==> src/rtl/word_serializer.sv <==
// rtl/word_serializer.sv - parallel-in, serial-out word serializer with a one-word hold buffer
module word_serializer #(
   parameter int WIDTH = 4
) (
   input  logic             clk,
   input  logic             clr,
   input  logic [WIDTH-1:0] din,
   input  logic             din_valid,
   output logic             din_ready,
   output logic             sdr,
   output logic             shift_en,
   output logic             word_done,
   output logic             busy
);

   localparam int CW = $clog2(WIDTH);
   localparam logic [CW-1:0] CNT_LAST = CW'(WIDTH - 1);

   typedef enum logic {
      IDLE  = 1'b0,
      SHIFT = 1'b1
   } state_t;

   state_t           state;
   logic [WIDTH-1:0] hold;
   logic [WIDTH-1:0] sreg;
   logic             hold_full;
   logic [CW-1:0]    cnt;
   logic             active;
   logic             last;
   logic             load;
   logic             accept;

   assign active = (state == SHIFT);
   assign last   = active && (cnt == CNT_LAST);
   // The hold buffer reloads the shifter on the last bit, so words stream without a gap.
   assign load   = hold_full && (!active || last);
   assign accept = din_valid && !hold_full;

   always_ff @(posedge clk) begin
      if (clr) begin
         state     <= IDLE;
         hold      <= '0;
         hold_full <= 1'b0;
         sreg      <= '0;
         cnt       <= '0;
      end else begin
         if (accept) begin
            hold      <= din;
            hold_full <= 1'b1;
         end
         if (load) begin
            sreg      <= hold;
            cnt       <= '0;
            state     <= SHIFT;
            hold_full <= 1'b0;
         end else if (active) begin
            sreg <= sreg >> 1;
            cnt  <= cnt + CW'(1);
            if (last) begin
               state <= IDLE;
            end
         end
      end
   end

   assign din_ready = !hold_full;
   assign sdr       = active ? sreg[0] : 1'b0;
   assign shift_en  = active;
   assign word_done = last;
   assign busy      = active || hold_full;

endmodule

==> config.mk <==
export PLATFORM = sky130hd
export DESIGN_NAME = word_serializer
export DESIGN_NICKNAME = d
export VERILOG_FILES = /design/src/rtl/word_serializer.sv
export SDC_FILE = /design/constraint.sdc
export NUM_CORES = 1
export LEC_CHECK = 0
export CAP_MARGIN = 10
export CORE_AREA = 4 4 41 43
export CTS_CLUSTER_SIZE = 8
export DETAILED_ROUTE_END_ITERATION = 7
export DIE_AREA = 0 0 45 47
export PLACE_DENSITY = 0.68
export SLEW_MARGIN = 5
export SYNTH_ARGS = -nofsm -noshare
export SYNTH_HDL_FRONTEND = slang
export SYNTH_SLANG_ARGS = --single-unit
==> constraint.sdc <==
create_clock -name clk -period 1.45 [get_ports clk]
set_input_delay 0.2175 -clock clk [delete_from_list [all_inputs] [get_ports clk]]
set_output_delay 0.2175 -clock clk [all_outputs]
set_load 0.05 [all_outputs]
==> metrics.txt, run 1 <==
# TYPE chip_impl_metric gauge
chip_impl_info{name="critical_path.endpoint_type",value="output pin"} 1
chip_impl_metric{name="finalInstanceArea",unit="um2"} 746
chip_impl_info{name="cp_slowest_cell",value="sky130_fd_sc_hd__dfxtp_4"} 1
chip_impl_metric{name="layout-drive-gt1-share",unit="%"} 23.0
chip_impl_metric{name="dp_worst_setup_slack",unit="ns"} 0.131
chip_impl_info{name="setup.worst_path.class",value="flip-flop to output pin"} 1
chip_impl_metric{name="max_clock_buf_depth",unit=""} 2
chip_impl_metric{name="first_pass_iters",unit=""} 2
chip_impl_metric{name="max_slew_margin_vs_limit",unit="%"} 79.5
chip_impl_metric{name="residual_drc_count",unit=""} 0
chip_impl_info{name="ys.flop_type",value="sky130_fd_sc_hd__dfxtp_1"} 1
chip_impl_metric{name="drt.antenna.violating_nets",unit=""} 0
chip_impl_metric{name="synth_enable_flop_cells",unit=""} 0
chip_impl_metric{name="numCtsBuffers",unit=""} 3
chip_impl_metric{name="n_antenna_cell",unit=""} 0
chip_impl_metric{name="htree_depth",unit=""} 1
chip_impl_metric{name="vias_per_cell",unit=""} 5.09
chip_impl_metric{name="nets_in_the_synthesized_netlist",unit=""} 70
chip_impl_metric{name="first_global_vias",unit=""} 427
chip_impl_metric{name="critical_path_arrival",unit="ns"} 1.14
chip_impl_info{name="post-synth-top-count-cell",value="sky130_fd_sc_hd__nor2_1"} 1
chip_impl_metric{name="layout_setup_ws",unit="ns"} 0.0958
chip_impl_metric{name="detail_route.iter0.violations",unit=""} 3
chip_impl_info{name="class_of_the_worst_hold_path",value="flip-flop to flip-flop"} 1
chip_impl_metric{name="max_stage_delay",unit="ns"} 0.38
chip_impl_metric{name="wirelength",unit="um"} 998
chip_impl_info{name="grt_setup_unrepaired",value="no"} 1
chip_impl_metric{name="place.port_buffers",unit=""} 11
chip_impl_metric{name="cp_max_fo",unit=""} 12
chip_impl_metric{name="r2r_slack",unit="ns"} 0.30
chip_impl_metric{name="fmaxAchievable",unit="MHz"} 738
chip_impl_metric{name="leakage",unit="nW"} 0.312
chip_impl_info{name="worst_path_dominant_cell_family",value="buffers and inverters"} 1
chip_impl_metric{name="dieWidth",unit="um"} 45
chip_impl_metric{name="total_power",unit="mW"} 0.723
chip_impl_metric{name="post_synth.cell_area_avg",unit="um2"} 8.94
chip_impl_metric{name="clkLatencyLatePin",unit="ns"} 0.26
chip_impl_metric{name="placement.cell_area",unit="um2"} 706
chip_impl_metric{name="post_synth_inst_count",unit=""} 62
chip_impl_metric{name="gp_congestion",unit=""} 0.706
chip_impl_metric{name="post_drt_wl_per_cell",unit="um"} 11.2
chip_impl_metric{name="place.detailed.instances",unit=""} 86
chip_impl_metric{name="post_synth_instance_area",unit="um2"} 554
chip_impl_info{name="critical_path.startpoint_type",value="flip-flop"} 1
chip_impl_metric{name="pwr_density_cell",unit="mW/mm2"} 970
chip_impl_info{name="cell_at_the_root_of_the_clock_tree",value="sky130_fd_sc_hd__clkbuf_4"} 1
chip_impl_metric{name="worst_clock_skew",unit="ns"} 0.000709
chip_impl_info{name="tritoncts",value="yes"} 1
chip_impl_metric{name="setup-violations-final",unit=""} 0
chip_impl_metric{name="finish.cell_count_without_fillers",unit=""} 89
chip_impl_metric{name="yosysSeqAreaShare",unit="%"} 43.3
chip_impl_metric{name="yosys.area.top_type_share",unit="%"} 43.3
chip_impl_metric{name="minimum_hold_slack",unit="ns"} 0.489
chip_impl_metric{name="async_flop_share",unit="%"} 0
chip_impl_metric{name="worst_pin_slew",unit="ns"} 0.306
chip_impl_info{name="path_cells",value="buf_4, nor2_2, inv_1, buf_12"} 1
chip_impl_metric{name="final_setup_tns",unit="ns"} 0
chip_impl_metric{name="floorplan.die.height",unit="um"} 47
chip_impl_metric{name="area_growth_syn_to_layout",unit="%"} 34.5
chip_impl_metric{name="grt_max_degree",unit=""} 13
chip_impl_metric{name="final_core_util",unit="%"} 57.3
chip_impl_info{name="status",value="finished, final reports clean"} 1
chip_impl_metric{name="timing_max_transition_violations_final",unit=""} 0
chip_impl_metric{name="dp.final_hpwl",unit="um"} 744
chip_impl_info{name="synth_area_leader_cell",value="sky130_fd_sc_hd__dfxtp_1"} 1
chip_impl_metric{name="std_cell_rows",unit=""} 13
chip_impl_metric{name="antenna_violations_before_repair",unit=""} 0
chip_impl_metric{name="timing.final.hold_violations",unit=""} 0
chip_impl_metric{name="synth_seq_cells",unit=""} 12
chip_impl_metric{name="final_net_count",unit=""} 84
chip_impl_metric{name="finalWorstPathRequiredPeriod",unit="ns"} 1.35
chip_impl_metric{name="cts_post_setup_buffers_inserted",unit=""} 0
chip_impl_metric{name="clock-sinks",unit=""} 12
chip_impl_info{name="synth.top_cells.by_area",value="sky130_fd_sc_hd__dfxtp_1, sky130_fd_sc_hd__nor2_1, sky130_fd_sc_hd__mux2i_1, sky130_fd_sc_hd__and2b_1, sky130_fd_sc_hd__buf_6"} 1
chip_impl_metric{name="worstPathRequired",unit="ns"} 1.23
chip_impl_metric{name="worst-path-buf-inv",unit=""} 3
chip_impl_metric{name="initial_core_util",unit="%"} 42.6
chip_impl_info{name="yosys-top-cells-count",value="sky130_fd_sc_hd__nor2_1, sky130_fd_sc_hd__dfxtp_1, sky130_fd_sc_hd__mux2i_1"} 1
chip_impl_metric{name="clkTransAtPathRegs",unit="ns"} 0.07
chip_impl_metric{name="pin_count",unit=""} 12
chip_impl_metric{name="final.period_utilization",unit="%"} 93.4
chip_impl_metric{name="ys.warnings.count",unit=""} 0
chip_impl_metric{name="vdd_drop_max",unit="V"} 0.000524
chip_impl_metric{name="synth_cell_type_count",unit=""} 24
chip_impl_metric{name="global_route.overflow_total",unit=""} 0
chip_impl_metric{name="core_region_area",unit="mm2"} 0.00130
chip_impl_metric{name="global_route.usage.total",unit="%"} 12.4
chip_impl_metric{name="num_vias",unit=""} 453
chip_impl_metric{name="max-cap-violations",unit=""} 0
chip_impl_metric{name="design.die.area",unit="mm2"} 0.00212
chip_impl_metric{name="first_pass_grt_wire_length",unit="um"} 1860
chip_impl_metric{name="hold_buffers",unit=""} 0
[per-layer routing]
metal,part of all wire (%),global-route usage [%],vias up
li1,-,-,234
met1,50,15.7,206
met2,43,18.9,9
met3,4.6,2.30,4
met4,2.1,8.77,0
met5,0,0,-
[timing repair]
item,in CTS,in global routing
endpoints found under the hold margin,0,0
endpoints found under the setup margin,2,2
gates resized for setup,2,3
[worst paths after layout]
kind / from / to / cells past startpoint
setup / recovery: hold_full / busy / 4
hold / removal: cnt[0] / cnt[0] / 2
setup reg to reg: cnt[0] / cnt[0] / 4
hold reg to reg: cnt[0] / cnt[0] / 2
[worst min-delay path, cell delays in order (launching register included)]
cell and delay (ns):
sky130_fd_sc_hd__dfxtp_2 0.34, sky130_fd_sc_hd__nand2_1 0.07, sky130_fd_sc_hd__a21oi_2 0.04
[layout by cell type, fill, tap and decap left out, types with 3 or more instances in the layout]
cell	instances
sky130_fd_sc_hd__nor2_1	15
sky130_fd_sc_hd__clkbuf_4	3
sky130_fd_sc_hd__buf_4	3
sky130_fd_sc_hd__clkdlybuf4s50_1	6
sky130_fd_sc_hd__buf_12	4
sky130_fd_sc_hd__and2b_1	3
sky130_fd_sc_hd__nor4_1	3
sky130_fd_sc_hd__dfxtp_1	9
sky130_fd_sc_hd__mux2i_1	5
[flip-flops by register name, indices dropped and copies added (netlist names)]
signal / count
hold: 4
sreg: 4
hold_full: 1
cnt: 2
shift_en: 1
[power breakdown]
| part | internal (mW) | total [mW] | switching [mW] |
|---|---|---|---|
| registers | 0.353 | 0.378 | 0.0251 |
| clock network | 0.0959 | 0.194 | 0.0983 |
| logic | 0.0789 | 0.151 | 0.0725 |
| total | 0.527 | 0.723 | 0.196 |
[cells by family after synthesis]
logic type,count (synthesis),share of synthesized area (%)
AOI/OAI and AO/OA,7,10.6
adders and majority gates,1,2.26
buffers and inverters,6,7.00
DFF,12,43.3
muxes,5,9.03
and+or+nand+nor,31,27.8
[final cells by class]
type	count	area, um2
fillers	121	556
multi-input cells	44	288
flip-flops and latches	12	246
repair buffers	13	163
clock buffers	3	22.5
well taps	15	18.8
inverters	2	7.51
Note: power is estimated with default switching activity, not from simulation.
==> inputs of run 2 (changes only) <==
--- a/config.mk
+++ b/config.mk
@@ -11,4 +11,6 @@
 export DETAILED_ROUTE_END_ITERATION = 7
 export DIE_AREA = 0 0 45 47
+export GPL_ROUTABILITY_DRIVEN = 0
+export HOLD_SLACK_MARGIN = 0.1
 export PLACE_DENSITY = 0.68
 export SLEW_MARGIN = 5
==> constraint.sdc (replaced) <==
create_clock -name clk -period 1.45 [get_ports clk]
set_input_delay 0.2175 -clock clk [delete_from_list [all_inputs] [get_ports clk]]
set_output_delay 0.2175 -clock clk [all_outputs]
set_load 0.1 [all_outputs]
==> run 2 against run 1 <==
  * Via count up 0.22%
  * Die area stayed put
  * Sequential share of layout area is 2.1 points lower
  * Combinational power grew 34%
  * Global-route usage fell by 0.32 points
  * Core utilization is 4.5 points higher
  * Sequential power is 1% lower
  * Register-to-register slack lost 0.05 ns
  * Total power increased by 17%
  * Critical path type unchanged
  * Critical endpoint is now word_done
==> metrics.txt, run 2 (synthesized netlist as in run 1, its figures left out) <==
# TYPE chip_impl_metric gauge
chip_impl_metric{name="fmaxAchievable",unit="MHz"} 725
chip_impl_info{name="critical_path.endpoint_type",value="output pin"} 1
chip_impl_metric{name="layout-drive-gt1-share",unit="%"} 29.9
chip_impl_info{name="tritoncts",value="yes"} 1
chip_impl_info{name="worst_r2r_startpoint",value="hold_full"} 1
chip_impl_metric{name="multiInputGateArea",unit="um2"} 295
chip_impl_info{name="holdPathEnd",value="cnt[0]"} 1
chip_impl_metric{name="hold_buffers",unit=""} 0
chip_impl_metric{name="final_setup_tns",unit="ns"} 0
chip_impl_metric{name="timing.final.hold_violations",unit=""} 0
chip_impl_metric{name="worst_clock_skew",unit="ns"} 0.00298
chip_impl_metric{name="wl_met1",unit="um"} 490
chip_impl_metric{name="seq_area",unit="um2"} 249
chip_impl_metric{name="detail_route.iter0.violations",unit=""} 3
chip_impl_metric{name="pwr_density_cell",unit="mW/mm2"} 1050
chip_impl_metric{name="critical_path_arrival",unit="ns"} 1.16
chip_impl_metric{name="power.switching",unit="mW"} 0.247
chip_impl_metric{name="drt.antenna.violating_nets",unit=""} 0
chip_impl_metric{name="max_stage_delay",unit="ns"} 0.34
chip_impl_metric{name="num_vias",unit=""} 454
chip_impl_metric{name="clock-sinks",unit=""} 12
chip_impl_metric{name="std_cell_rows",unit=""} 13
chip_impl_metric{name="worst-path-stages",unit=""} 3
chip_impl_metric{name="pin_count",unit=""} 12
chip_impl_metric{name="first_global_vias",unit=""} 400
chip_impl_info{name="cell_at_the_root_of_the_clock_tree",value="sky130_fd_sc_hd__clkbuf_4"} 1
chip_impl_metric{name="dp.final_hpwl",unit="um"} 813
chip_impl_metric{name="n_antenna_cell",unit=""} 0
chip_impl_metric{name="worst_pin_slew",unit="ns"} 0.307
chip_impl_info{name="hold_path_startpoint",value="cnt[0]"} 1
chip_impl_info{name="grt_setup_unrepaired",value="no"} 1
chip_impl_info{name="final_cell_mix",value="sky130_fd_sc_hd__nor2_1, sky130_fd_sc_hd__dfxtp_1, sky130_fd_sc_hd__clkdlybuf4s50_1"} 1
chip_impl_metric{name="finalWorstPathRequiredPeriod",unit="ns"} 1.38
chip_impl_info{name="cp_slowest_cell",value="sky130_fd_sc_hd__dfxtp_2"} 1
chip_impl_metric{name="vias_per_cell",unit=""} 4.93
chip_impl_info{name="highest_metal_layer_with_signal_wires",value="met4"} 1
chip_impl_metric{name="residual_drc_count",unit=""} 0
chip_impl_metric{name="global_route.overflow_total",unit=""} 0
chip_impl_metric{name="floorplan.die.height",unit="um"} 47
chip_impl_metric{name="first_pass_iters",unit=""} 2
chip_impl_metric{name="setup-violations-final",unit=""} 0
chip_impl_metric{name="share_comb_of_total_power",unit="%"} 24.0
chip_impl_metric{name="first_pass_grt_wire_length",unit="um"} 1720
chip_impl_metric{name="clkTransAtPathRegs",unit="ns"} 0.08
chip_impl_metric{name="pwr-share-clk",unit="%"} 31.6
chip_impl_metric{name="timing_max_transition_violations_final",unit=""} 0
chip_impl_metric{name="antenna_violations_before_repair",unit=""} 0
chip_impl_metric{name="max_slew_margin_vs_limit",unit="%"} 79.5
chip_impl_metric{name="global_route.usage.total",unit="%"} 12.1
chip_impl_metric{name="place.port_buffers",unit=""} 11
chip_impl_metric{name="grt_max_degree",unit=""} 12
chip_impl_metric{name="seqPwrFrac",unit="%"} 44.4
chip_impl_metric{name="initial_core_util",unit="%"} 42.6
chip_impl_metric{name="wirelength",unit="um"} 1070
chip_impl_metric{name="worstPathRequired",unit="ns"} 1.23
chip_impl_metric{name="max_clock_buf_depth",unit=""} 2
chip_impl_info{name="setup.worst_path.class",value="flip-flop to output pin"} 1
chip_impl_metric{name="numCtsBuffers",unit=""} 3
chip_impl_metric{name="final.period_utilization",unit="%"} 95.2
chip_impl_metric{name="internal_power",unit="mW"} 0.596
chip_impl_metric{name="n_fill_cell",unit=""} 133
chip_impl_metric{name="r2r_slack",unit="ns"} 0.25
chip_impl_metric{name="max-cap-violations",unit=""} 0
chip_impl_info{name="path_cells",value="ha_4, and2_2, buf_12"} 1
chip_impl_metric{name="leakage",unit="nW"} 0.333
chip_impl_metric{name="total_power",unit="mW"} 0.843
chip_impl_metric{name="core_region_area",unit="mm2"} 0.00130
chip_impl_metric{name="worst-path-buf-inv",unit=""} 1
chip_impl_info{name="class_of_the_worst_hold_path",value="flip-flop to flip-flop"} 1
chip_impl_info{name="critical_path.startpoint_type",value="flip-flop"} 1
chip_impl_metric{name="area_growth_syn_to_layout",unit="%"} 45.1
chip_impl_metric{name="clkLatencyLatePin",unit="ns"} 0.27
chip_impl_info{name="worst_path_dominant_cell_family",value="flip-flops"} 1
chip_impl_metric{name="htree_depth",unit=""} 1
chip_impl_metric{name="final_net_count",unit=""} 86
chip_impl_metric{name="vdd_drop_max",unit="V"} 0.000542
chip_impl_info{name="registers_with_the_highest_flip_flop_counts",value="hold x4, sreg x4, cnt x2"} 1
chip_impl_metric{name="dr_wl_met2",unit="um"} 491
chip_impl_metric{name="worstHoldPathCells",unit=""} 2
chip_impl_metric{name="met3_length",unit="um"} 77
chip_impl_metric{name="post_drt_wl_per_cell",unit="um"} 11.6
chip_impl_info{name="critical_path.reg2reg.endpoint",value="hold[1]"} 1
chip_impl_metric{name="p_sw_share",unit="%"} 29.3
chip_impl_metric{name="dieWidth",unit="um"} 45
chip_impl_info{name="layout_commonest_cell",value="sky130_fd_sc_hd__nor2_1"} 1
chip_impl_metric{name="design.die.area",unit="mm2"} 0.00212
chip_impl_metric{name="rr_worst_depth",unit=""} 4
chip_impl_metric{name="cp_max_fo",unit=""} 5
chip_impl_info{name="status",value="finished, final reports clean"} 1
[run 2: cell types whose count changed in the layout (fill, tap and decap cells not counted), sizes merged]
cell      previous run  this run
buf                  7         9
clkinvlp             0         1
inv                  2         1
clkbuf               3         4
[run 2: how the worst max path moves through the flow]
stage / startpoint / end
floorplan: shift_en / sreg[2]
global placement: din_valid / hold[2]
detailed placement: din_valid / hold[0]
CTS: cnt[0] / word_done
global route: hold_full / busy
finish: cnt[0] / word_done
[run 2: power groups by stage]
stage                     clock network (mW)  logic (mW)  registers [mW]
after CTS                              0.281       0.196           0.375
after detailed placement                   0       0.194           0.383
after global routing                   0.295       0.215           0.378
final                                  0.267       0.202           0.374
after global placement                     0       0.192           0.382
after floorplan                            0       0.128           0.386
[run 2: what timing repair did]
action | 4_1_cts | 5_1_grt
gates resized for setup | 4 | 2
setup buffers | 0 | 2
pin swaps | 1 | 0
endpoints found under the hold margin | 0 | 0
endpoints found under the setup margin | 2 | 2
[run 2: cell type report]
type / instances / share of cell area, %
tap: 15 / 2.33
multi-input combinational: 44 / 36.7
timing repair buffer: 15 / 24.1
inverter: 2 / 1.40
sequential: 12 / 30.9
clock buffer: 4 / 4.51
[run 2: tightest hold or removal path, delay by kind of cell (launching register included)]
family / cells / cell delay [ns]
flip-flops: 1 / 0.34
AND/OR/NAND/NOR: 1 / 0.07
AO/OA/AOI/OAI: 1 / 0.04
[run 2: metal layers]
layer  global-route usage (%)  vias to the layer above
li1                         -                      236
met1                     13.6                      206
met2                     18.6                       10
met3                     6.90                        2
met4                     5.26                        0
met5                        0                        -
[run 2: per-stage QoR]
step	hold slack, ns	instances	area, um2	utilization, %	worst slack [ns]
finish	0.489	92	805	61.8	0.0700
global route	0.514	92	805	61.8	0.0143
CTS	0.487	90	778	59.8	0.00320
detailed placement	0.472	86	732	56.3	0.140
global placement	0.468	86	732	56.3	0.159
floorplan	0.296	62	569	-	-0.0800
==> inputs of run 3 (changes only) <==
- PLACE_DENSITY: 0.68 -> 0.75
==> run 3 against run 2 <==
  * Critical path depth unchanged
  * Worst hold slack improved by 0.00060 ns
  * Clock skew is essentially flat
  * Maximum frequency hardly changed
  * Combinational power down 8%
  * Design area fell by 4.2%
  * Non-clock buffer count fell by 4
  * Total power fell by 1.8%
  * Critical path type unchanged
  * Critical endpoint unchanged
==> metrics.txt, run 3 (synthesized netlist as in run 1, its figures left out) <==
# TYPE chip_impl_metric gauge
chip_impl_metric{name="numCtsBuffers",unit=""} 3
chip_impl_metric{name="global_route.overflow_total",unit=""} 0
chip_impl_metric{name="vias_per_cell",unit=""} 5.27
chip_impl_metric{name="area_growth_syn_to_layout",unit="%"} 39.1
chip_impl_info{name="registers_with_the_highest_flip_flop_counts",value="hold x4, sreg x4, cnt x2"} 1
chip_impl_metric{name="clkTransAtPathRegs",unit="ns"} 0.07
chip_impl_metric{name="dp_worst_setup_slack",unit="ns"} 0.103
chip_impl_metric{name="htree_depth",unit=""} 1
chip_impl_metric{name="first_pass_iters",unit=""} 4
chip_impl_info{name="status",value="finished, final reports clean"} 1
chip_impl_info{name="grt_setup_unrepaired",value="no"} 1
chip_impl_metric{name="num_vias",unit=""} 464
chip_impl_metric{name="layout_setup_ws",unit="ns"} 0.0708
chip_impl_metric{name="timing_max_transition_violations_final",unit=""} 0
chip_impl_metric{name="setup-violations-final",unit=""} 0
chip_impl_metric{name="core_region_area",unit="mm2"} 0.00130
chip_impl_info{name="critical_path.endpoint_type",value="output pin"} 1
chip_impl_metric{name="worst_pin_slew",unit="ns"} 0.458
chip_impl_metric{name="max_slew_margin_vs_limit",unit="%"} 69.4
chip_impl_info{name="tritoncts",value="yes"} 1
chip_impl_metric{name="worst_clock_skew",unit="ns"} 0.00252
chip_impl_metric{name="fmaxAchievable",unit="MHz"} 725
chip_impl_metric{name="vdd_drop_max",unit="V"} 0.000518
chip_impl_metric{name="hold_buffers",unit=""} 0
chip_impl_metric{name="critical_path_arrival",unit="ns"} 1.16
chip_impl_metric{name="worstPathRequired",unit="ns"} 1.23
chip_impl_metric{name="finalWorstPathRequiredPeriod",unit="ns"} 1.38
chip_impl_info{name="critical_path.reg2reg.endpoint",value="cnt[0]"} 1
chip_impl_metric{name="initial_core_util",unit="%"} 42.6
chip_impl_metric{name="pin_count",unit=""} 12
chip_impl_info{name="final_cell_mix",value="sky130_fd_sc_hd__nor2_1, sky130_fd_sc_hd__dfxtp_1, sky130_fd_sc_hd__clkdlybuf4s50_1"} 1
chip_impl_metric{name="dp.final_hpwl",unit="um"} 842
chip_impl_metric{name="final_core_util",unit="%"} 59.2
chip_impl_metric{name="cts_post_setup_buffers_inserted",unit=""} 0
chip_impl_metric{name="residual_drc_count",unit=""} 0
chip_impl_metric{name="first_pass_grt_wire_length",unit="um"} 1920
chip_impl_metric{name="first_global_vias",unit=""} 483
chip_impl_metric{name="n_antenna_cell",unit=""} 0
chip_impl_metric{name="final_net_count",unit=""} 82
chip_impl_metric{name="leakage",unit="nW"} 0.311
chip_impl_metric{name="clock-sinks",unit=""} 12
chip_impl_metric{name="rr_worst_depth",unit=""} 4
chip_impl_info{name="hold_path_startpoint",value="sreg[2]"} 1
chip_impl_metric{name="final.period_utilization",unit="%"} 95.1
chip_impl_metric{name="cp_max_fo",unit=""} 5
chip_impl_metric{name="timing.final.hold_violations",unit=""} 0
chip_impl_info{name="holdPathEnd",value="sreg[2]"} 1
chip_impl_metric{name="max_clock_buf_depth",unit=""} 2
chip_impl_metric{name="total_power",unit="mW"} 0.828
chip_impl_metric{name="dieWidth",unit="um"} 45
chip_impl_metric{name="detail_route.iter0.violations",unit=""} 4
chip_impl_metric{name="clkLatencyLatePin",unit="ns"} 0.27
chip_impl_info{name="layout_commonest_cell",value="sky130_fd_sc_hd__nor2_1"} 1
chip_impl_metric{name="antenna_violations_before_repair",unit=""} 0
chip_impl_metric{name="r2r_slack",unit="ns"} 0.30
chip_impl_metric{name="grt_max_degree",unit=""} 13
chip_impl_metric{name="global_route.usage.total",unit="%"} 13.1
chip_impl_metric{name="post_drt_wl_per_cell",unit="um"} 12.9
chip_impl_info{name="critical_path.startpoint_type",value="flip-flop"} 1
chip_impl_info{name="setup.worst_path.class",value="flip-flop to output pin"} 1
chip_impl_metric{name="drt.antenna.violating_nets",unit=""} 0
chip_impl_info{name="worst_r2r_startpoint",value="cnt[0]"} 1
chip_impl_metric{name="wirelength",unit="um"} 1130
chip_impl_metric{name="pwr_density_cell",unit="mW/mm2"} 1070
chip_impl_info{name="class_of_the_worst_hold_path",value="flip-flop to flip-flop"} 1
chip_impl_info{name="cell_at_the_root_of_the_clock_tree",value="sky130_fd_sc_hd__clkbuf_4"} 1
chip_impl_metric{name="layout-drive-gt1-share",unit="%"} 26.0
chip_impl_metric{name="place.port_buffers",unit=""} 11
chip_impl_metric{name="design.die.area",unit="mm2"} 0.00212
chip_impl_metric{name="std_cell_rows",unit=""} 13
chip_impl_metric{name="max-cap-violations",unit=""} 0
chip_impl_metric{name="worstHoldPathCells",unit=""} 2
chip_impl_metric{name="floorplan.die.height",unit="um"} 47
==> run 3: cell types whose count changed in the layout (fill, tap and decap cells not counted) <==
cell / previous run / this run
sky130_fd_sc_hd__buf_4: 3 / 0
sky130_fd_sc_hd__buf_6: 1 / 0
==> run 3: how the worst max path moves through the flow <==
stage	startpoint	end	slack [ns]
5_1_grt	cnt[1]	word_done	0.02
4_1_cts	hold_full	busy	0.02
3_5_place_dp	din_valid	hold[1]	0.10
2_1_floorplan	shift_en	sreg[2]	-0.08
3_3_place_gp	din_valid	hold[2]	0.13
6_report	cnt[0]	word_done	0.07
==> run 3: what timing repair did <==
item | 4_1_cts | 5_1_grt
setup endpoints to repair | 2 | 2
pin swaps | 2 | 1
gates resized for setup | 3 | 2
==> run 3: stage by stage <==
step	setup TNS, ns	hold slack, ns	cell area (um2)	instances
2_1_floorplan	-0.0800	0.296	569	62
5_1_grt	0	0.523	771	88
3_5_place_dp	0	0.474	724	85
4_1_cts	0	0.490	774	89
6_report	0	0.489	771	88
3_3_place_gp	0	0.466	724	85
==> run 3: worst max-delay path, cell delays in order (launching register included) <==
cell                      delay, ns
sky130_fd_sc_hd__dfxtp_2       0.34
sky130_fd_sc_hd__ha_4          0.18
sky130_fd_sc_hd__and2_2        0.21
sky130_fd_sc_hd__buf_12        0.16
==> run 3: routing by layer <==
layer / up-vias / share of wire [%] / global-route usage, %
li1: 231 / - / -
met1: 216 / 40 / 12.0
met2: 15 / 51 / 23.4
met3: 2 / 8.4 / 6.90
met4: 0 / 0.97 / 7.02
met5: - / 0 / 0
==> run 3: cell type report <==
class | instances | area, um2
clock buffers | 4 | 36.3
fillers | 117 | 531
inverters | 2 | 11.3
multi-input cells | 44 | 295
flip-flops and latches | 12 | 249
well taps | 15 | 18.8
repair buffers | 11 | 160
==> run 3: report_power, final <==
| part | internal, mW | switching, mW |
|---|---|---|
| Combinational | 0.0824 | 0.104 |
| Sequential | 0.352 | 0.0290 |
| Clock | 0.153 | 0.109 |
| Total | 0.587 | 0.241 |
